===== src/rtl/coax_rx_frame_controller.sv =====
// Coax receive frame sequencer: finds quiesce/start/sync framing, assembles parity-checked
// words and aborts on loss of sync, strobe timeout or a missing first sync bit.
module coax_rx_frame_controller #(
    parameter int DATA_WIDTH    = 10,
    parameter int QUIESCE_BITS  = 5,
    parameter int TIMEOUT       = 32,
    parameter int RESYNC_CYCLES = 2
) (
    input  logic                  clk_19mhz,
    input  logic                  reset,
    input  logic                  rx,
    input  logic                  sample,
    input  logic                  synchronized,
    output logic                  bit_timer_reset,
    output logic                  active,
    output logic [DATA_WIDTH-1:0] data,
    output logic                  data_valid,
    output logic                  parity_error,
    output logic                  error,
    output logic [1:0]            error_code
);
    localparam int QW = $clog2(QUIESCE_BITS + 1);
    localparam int BW = $clog2(DATA_WIDTH);
    localparam int TW = $clog2(TIMEOUT);
    localparam int RW = $clog2(RESYNC_CYCLES + 1);
    localparam logic [QW-1:0] QUIESCE_MAX  = QW'(QUIESCE_BITS);
    localparam logic [BW-1:0] BIT_LAST     = BW'(DATA_WIDTH - 1);
    localparam logic [TW-1:0] TIMEOUT_LAST = TW'(TIMEOUT - 1);
    localparam logic [RW-1:0] RESYNC_MAX   = RW'(RESYNC_CYCLES);

    typedef enum logic [2:0] {IDLE, QUIESCE, SYNC, DATA, PARITY} state_t;

    state_t                state_q, state_d;
    logic [QW-1:0]         quiesce_q, quiesce_d;
    logic [BW-1:0]         bit_cnt_q, bit_cnt_d;
    logic [DATA_WIDTH-1:0] shreg_q, shreg_d;
    logic                  acc_q, acc_d;
    logic [TW-1:0]         timeout_q, timeout_d;
    logic [RW-1:0]         resync_q, resync_d;
    logic                  word_seen_q, word_seen_d;
    logic                  active_q, active_d;
    logic [DATA_WIDTH-1:0] data_q, data_d;
    logic                  data_valid_q, data_valid_d;
    logic                  perr_q, perr_d;
    logic                  error_q, error_d;
    logic [1:0]            code_q, code_d;
    logic                  in_frame;
    logic [1:0]            abort_code;

    always_comb begin
        state_d      = state_q;
        quiesce_d    = quiesce_q;
        bit_cnt_d    = bit_cnt_q;
        shreg_d      = shreg_q;
        acc_d        = acc_q;
        word_seen_d  = word_seen_q;
        active_d     = active_q;
        data_d       = data_q;
        perr_d       = perr_q;
        code_d       = code_q;
        data_valid_d = 1'b0;
        error_d      = 1'b0;
        resync_d     = (resync_q != '0) ? resync_q - 1'b1 : '0;
        in_frame     = (state_q == SYNC) || (state_q == DATA) || (state_q == PARITY);
        timeout_d    = '0;
        if (in_frame && !sample)
            timeout_d = timeout_q + 1'b1;

        // Abort beats a coincident sample; the bit is simply dropped.
        abort_code = 2'd0;
        if (in_frame) begin
            if (!synchronized)
                abort_code = 2'd1;
            else if (!sample && timeout_q == TIMEOUT_LAST)
                abort_code = 2'd2;
        end

        if (abort_code != 2'd0) begin
            state_d   = IDLE;
            active_d  = 1'b0;
            error_d   = 1'b1;
            code_d    = abort_code;
            resync_d  = RESYNC_MAX;
            timeout_d = '0;
        end else begin
            case (state_q)
                IDLE: begin
                    quiesce_d = '0;
                    if (synchronized && resync_q == '0)
                        state_d = QUIESCE;
                end
                QUIESCE: begin
                    if (!synchronized) begin
                        state_d = IDLE;
                    end else if (sample) begin
                        if (rx) begin
                            if (quiesce_q < QUIESCE_MAX)
                                quiesce_d = quiesce_q + 1'b1;
                        end else if (quiesce_q >= QUIESCE_MAX) begin
                            state_d     = SYNC;
                            active_d    = 1'b1;
                            word_seen_d = 1'b0;
                        end else begin
                            quiesce_d = '0;
                        end
                    end
                end
                SYNC: begin
                    if (sample) begin
                        if (rx) begin
                            state_d   = DATA;
                            bit_cnt_d = '0;
                            shreg_d   = '0;
                            acc_d     = 1'b0;
                        end else begin
                            // A 0 sync bit ends the frame; before any word it is a framing fault.
                            state_d  = IDLE;
                            active_d = 1'b0;
                            resync_d = RESYNC_MAX;
                            if (!word_seen_q) begin
                                error_d = 1'b1;
                                code_d  = 2'd3;
                            end
                        end
                    end
                end
                DATA: begin
                    if (sample) begin
                        shreg_d = {shreg_q[DATA_WIDTH-2:0], rx};
                        acc_d   = acc_q ^ rx;
                        if (bit_cnt_q == BIT_LAST)
                            state_d = PARITY;
                        else
                            bit_cnt_d = bit_cnt_q + 1'b1;
                    end
                end
                PARITY: begin
                    if (sample) begin
                        data_d       = shreg_q;
                        perr_d       = acc_q ^ rx;
                        data_valid_d = 1'b1;
                        word_seen_d  = 1'b1;
                        state_d      = SYNC;
                    end
                end
                default: state_d = IDLE;
            endcase
        end
    end

    always_ff @(posedge clk_19mhz) begin
        if (reset) begin
            state_q      <= IDLE;
            quiesce_q    <= '0;
            bit_cnt_q    <= '0;
            shreg_q      <= '0;
            acc_q        <= 1'b0;
            timeout_q    <= '0;
            resync_q     <= '0;
            word_seen_q  <= 1'b0;
            active_q     <= 1'b0;
            data_q       <= '0;
            data_valid_q <= 1'b0;
            perr_q       <= 1'b0;
            error_q      <= 1'b0;
            code_q       <= 2'd0;
        end else begin
            state_q      <= state_d;
            quiesce_q    <= quiesce_d;
            bit_cnt_q    <= bit_cnt_d;
            shreg_q      <= shreg_d;
            acc_q        <= acc_d;
            timeout_q    <= timeout_d;
            resync_q     <= resync_d;
            word_seen_q  <= word_seen_d;
            active_q     <= active_d;
            data_q       <= data_d;
            data_valid_q <= data_valid_d;
            perr_q       <= perr_d;
            error_q      <= error_d;
            code_q       <= code_d;
        end
    end

    assign bit_timer_reset = reset | (resync_q != '0);
    assign active          = active_q;
    assign data            = data_q;
    assign data_valid      = data_valid_q;
    assign parity_error    = perr_q;
    assign error           = error_q;
    assign error_code      = code_q;
endmodule


===== config.mk =====
export PLATFORM = sky130hd
export DESIGN_NAME = coax_rx_frame_controller
export DESIGN_NICKNAME = d
export VERILOG_FILES = /design/src/rtl/coax_rx_frame_controller.sv
export SDC_FILE = /design/constraint.sdc
export NUM_CORES = 1
export LEC_CHECK = 0
export ABC_CLOCK_PERIOD_IN_PS = 1900
export BUFFER_PORTS_ARGS = -buffer_cell sky130_fd_sc_hd__buf_2
export CAP_MARGIN = 20
export CORE_MARGIN = 5
export CORE_UTILIZATION = 40
export CTS_CLUSTER_DIAMETER = 50
export CTS_CLUSTER_SIZE = 8
export DETAILED_ROUTE_END_ITERATION = 8
export PLACE_DENSITY = 0.6
export SLEW_MARGIN = 5
export SYNTH_ARGS = -nofsm -noshare
export SYNTH_HDL_FRONTEND = slang
export SYNTH_SLANG_ARGS = --single-unit

===== constraint.sdc =====
create_clock -name clk_19mhz -period 1.9 [get_ports clk_19mhz]
set_clock_uncertainty 0.05 [all_clocks]
set_input_delay 0 -clock clk_19mhz [delete_from_list [all_inputs] [get_ports clk_19mhz]]
set_output_delay 0 -clock clk_19mhz [all_outputs]
set_load 0.05 [all_outputs]

==> metrics.sh <==
RUN_STATUS='finished clean'
FINALMAXSLEWVIOLATIONS=0
FINALWORSTPATHREQUIREDPERIOD_PS=1771
ANTENNA_FOUND_INITIAL=0
POWER_LEAKAGE_nW=0.9328
CTS_HTREE_LEVELS=2
WIRE_LENGTH_OF_THE_FIRST_GLOBAL_ROUTING_PASS_UM=7534
COUNT_OF_FLIP_FLOPS_WITH_A_BUILT_IN_ENABLE_AFTER_SYNTHESIS=0
MULTIINPUTGATEAREA_UM2=1032
CHIPWIDTH_UM=81.19
VIA_COUNT_OF_THE_FIRST_GLOBAL_ROUTING_PASS=1648
ROUTED_WIRE_LENGTH_PER_INSTANCE_UM=12.74
SYN_AREA_PER_CELL_UM2=8.273
IO_PINS=22
FINALSETUPVIOLCOUNT=0
DETAILEDPLACEMENTHPWL_UM=3011
ROOT_BUFFER='sky130_fd_sc_hd__clkbuf_8'
TRITONCTS_CLOCK_TREE='yes'
PATH_CLASS='flop to flop'
GLOBALROUTEOVERFLOWTOTAL=0
FINAL-HOLD-VIOLATION-COUNT=0
CTS-BUFFERS-INSERTED=5
ROUTED_WL_UM=4381
LAYOUT-AREA-OVERHEAD-VS-SYNTH_PCT=16.98
AREA.SEQUENTIAL_UM2=900.9
SLEW_HEADROOM_PCT=69.97
MAXCAPVIOLATIONS=0
FINAL.FILL_COUNT=547
UNIQUE_MASTERS_POST_SYNTH=46
INITIALDRTVIOLATIONCOUNT=87
WORST_HOLD_PATH_TYPE='primary input to flop'
MAXIMUM_NUMBER_OF_PINS_ON_ONE_NET_BEFORE_GLOBAL_ROUTE_REPAIR=29
SYNTH_AREA_UM2=2027
SYNTHCELLS=245
PORT_BUFFERS=21
ROUTE.DETAILED.DRC=0
FINAL_NET_COUNT=284
ASYNC_FLOP_SHARE_PCT=0
CTSLONGESTPATHBUFFERS=2
PERIOD_SHARE_PCT=93.23
STARTING_DENSITY_OF_THE_CORE_PCT=40.46
CRIT_PATH_START_KIND='flop'
ANTENNA_CELLS=0
DESIGN.CORE.AREA_UM2=5010
CLKLATENCYLATEPIN_PS=310
CELL_AREA_AFTER_LAYOUT_UM2=2371
ROUTABILITYCONGESTION=0.8297
WORST_PIN_SLEW_PS=450.5
SYNTH-MAIN-FF-CELL='sky130_fd_sc_hd__dfxtp_1'
YS_FF_LATCH=45
SYNTHESIS.NETS=256
POST_DRT_VIA_CELL_RATIO=5.096
SYNTH.YOSYS.WARNINGS=0
DESIGN.DIE.AREA_UM2=6591
TOTALNEGATIVESETUPSLACK_PS=0
WORSTSETUPENDPOINTTYPE='flop'
SYNTH-SEQ-AREA-SHARE_PCT=44.44
DIE_H_UM=81.19
HOLD_WS_PS=48.96
PLACEMENT_ROW_COUNT=26
VIA_COUNT=1753
TRACK_USAGE_PCT=14.65
CRITICAL_PATH_REQUIRED_PS=2110
WORST-PATH-MAX-FANOUT=4
PWR_DENSITY_CELL_nW_PER_UM2=736.7
RSZ0062_AT_GRT='no'
DETAILEDROUTE.FIRSTPASSITERATIONCOUNT=4
CLKSLEWWORSTSETUPHOLDPATHS_PS=90
MAX-VDD-IR-DROP_mV=0.4643
FMAX_MHz=564.5
TIMING.CRITICAL_PATH.ARRIVAL_PS=1980
SHARE_OF_CELLS_ABOVE_DRIVE_STRENGTH_1_PCT=18.98
DETAIL-ROUTE-ANTENNA-NETS=0
PLACED_CELL_AREA_UM2=2250
FINALPOWER_mW=1.747
CLOCK_SINKS=45
[flip-flops by register name (all words and copies together) (netlist names)]
signal        flops
state_q           3
shreg_q          10
quiesce_q         3
active            1
data             10
timeout_q         5
data_valid        1
bit_cnt_q         4
error_code        2
word_seen_q       1
parity_error      1
acc_q             1
error             1
resync_q          2
[per-stage QoR]
stage                     instances  setup slack [ps]  util, %
after floorplan                 245             213.4        -
after global placement          334             139.5    44.91
after detailed placement        334             62.09    44.91
after CTS                       344             44.75    47.18
after global routing            344             10.15    47.33
final                           344             128.6    47.33
[cell usage after synthesis (2+ instances only)]
cell type / count / area share, %
sky130_fd_sc_hd__o21ai_0: 7 / 1.7
sky130_fd_sc_hd__nor2_1: 22 / 4.1
sky130_fd_sc_hd__nor2b_1: 3 / 0.93
sky130_fd_sc_hd__buf_4: 2 / 0.74
sky130_fd_sc_hd__nor3b_1: 5 / 1.9
sky130_fd_sc_hd__a41oi_1: 2 / 0.86
sky130_fd_sc_hd__nand2_1: 36 / 6.7
sky130_fd_sc_hd__inv_1: 7 / 1.3
sky130_fd_sc_hd__a211oi_1: 3 / 1.1
sky130_fd_sc_hd__xnor2_1: 2 / 0.86
sky130_fd_sc_hd__a21oi_1: 32 / 7.9
sky130_fd_sc_hd__nor3_1: 3 / 0.74
sky130_fd_sc_hd__buf_2: 6 / 1.5
sky130_fd_sc_hd__nand3_1: 13 / 3.2
sky130_fd_sc_hd__dfxtp_1: 45 / 44
sky130_fd_sc_hd__a31oi_1: 2 / 0.62
sky130_fd_sc_hd__nand2b_1: 4 / 1.2
sky130_fd_sc_hd__a211o_1: 3 / 1.3
sky130_fd_sc_hd__nand3b_1: 3 / 1.1
sky130_fd_sc_hd__and3_1: 5 / 1.5
sky130_fd_sc_hd__o31a_1: 2 / 0.86
sky130_fd_sc_hd__clkbuf_1: 8 / 1.5
sky130_fd_sc_hd__a22oi_1: 2 / 0.74
sky130_fd_sc_hd__ha_1: 6 / 3.7
[final cells by class]
| class | count | area share [%] |
|---|---|---|
| Timing Repair Buffer | 37 | 9.710 |
| Sequential cell | 45 | 37.99 |
| Clock inverter | 3 | 1.055 |
| Tap cell | 70 | 3.694 |
| Clock buffer | 5 | 2.902 |
| Multi-Input combinational cell | 177 | 43.54 |
| Inverter | 7 | 1.108 |
[worst max-delay path, cell delays in order, from the launching register on]
cell                       delay [ps]
sky130_fd_sc_hd__dfxtp_1          340
sky130_fd_sc_hd__ha_1             220
sky130_fd_sc_hd__and3_1           180
sky130_fd_sc_hd__ha_1             190
sky130_fd_sc_hd__nand2b_1          80
sky130_fd_sc_hd__a22oi_2           80
sky130_fd_sc_hd__or2_2            310
sky130_fd_sc_hd__nor3_2           170
sky130_fd_sc_hd__a31o_1           110
[path summary, 6_finish.rpt]
| check | startpoint | end | slack, ps | cells past startpoint |
|---|---|---|---|---|
| max | timeout_q[0] | active | 130 | 8 |
| min | synchronized | error_code[1] | 50 | 3 |
| max reg2reg | timeout_q[0] | active | 130 | 8 |
| min reg2reg | shreg_q[9] | data[9] | 400 | 2 |
[repair_timing]
action                                  CTS  global route
setup buffers                             0             0
endpoints found under the hold margin     4             0
resized for setup                         0             2
hold buffers                              2             0
endpoints found under the setup margin    0             7
[power breakdown]
group / switching, mW / total (mW) / internal, mW
clock network: 0.360 / 0.626 / 0.266
registers: 0.00937 / 0.960 / 0.951
logic: 0.102 / 0.161 / 0.0589
[routing by layer]
metal	track usage (%)	vias up	wire, µm
met2	24.22	27	1971
met5	0	-	0
met1	18.32	807	2165
li1	-	912	-
met4	6.081	0	70
met3	3.326	7	173
[kinds of logic (layout without fill, tap and decap cells)]
logic type / count (synthesis) / in the layout / synth area share (%)
mux: 1 / 1 / 0.4938
buf+inv: 23 / 52 / 5.000
xor+xnor: 3 / 3 / 1.297
compound gates: 63 / 63 / 19.57
flops: 45 / 45 / 44.44
fa+ha+maj: 6 / 6 / 3.704
simple gates: 104 / 104 / 25.49
[placed cells by master (no fill, tap or decap), types with 2 or more instances in the layout]
cell	instances
sky130_fd_sc_hd__ha_1	6
sky130_fd_sc_hd__nor2_2	2
sky130_fd_sc_hd__nor3b_1	5
sky130_fd_sc_hd__a31oi_1	2
sky130_fd_sc_hd__buf_2	21
sky130_fd_sc_hd__a41oi_1	2
sky130_fd_sc_hd__nor3_1	2
sky130_fd_sc_hd__a22oi_1	2
sky130_fd_sc_hd__a211oi_1	3
sky130_fd_sc_hd__and3_1	5
sky130_fd_sc_hd__o21ai_0	7
sky130_fd_sc_hd__xnor2_1	2
sky130_fd_sc_hd__a211o_1	3
sky130_fd_sc_hd__nand3b_1	3
sky130_fd_sc_hd__a21oi_1	32
sky130_fd_sc_hd__dlygate4sd3_1	2
sky130_fd_sc_hd__nor2_1	21
sky130_fd_sc_hd__nand3_1	13
sky130_fd_sc_hd__nand2_1	36
sky130_fd_sc_hd__clkbuf_8	5
sky130_fd_sc_hd__dfxtp_1	45
sky130_fd_sc_hd__inv_1	7
sky130_fd_sc_hd__nand2b_1	4
sky130_fd_sc_hd__buf_4	14
sky130_fd_sc_hd__nor2b_1	3
sky130_fd_sc_hd__o31a_1	2
(Power assumes the default switching activity.)
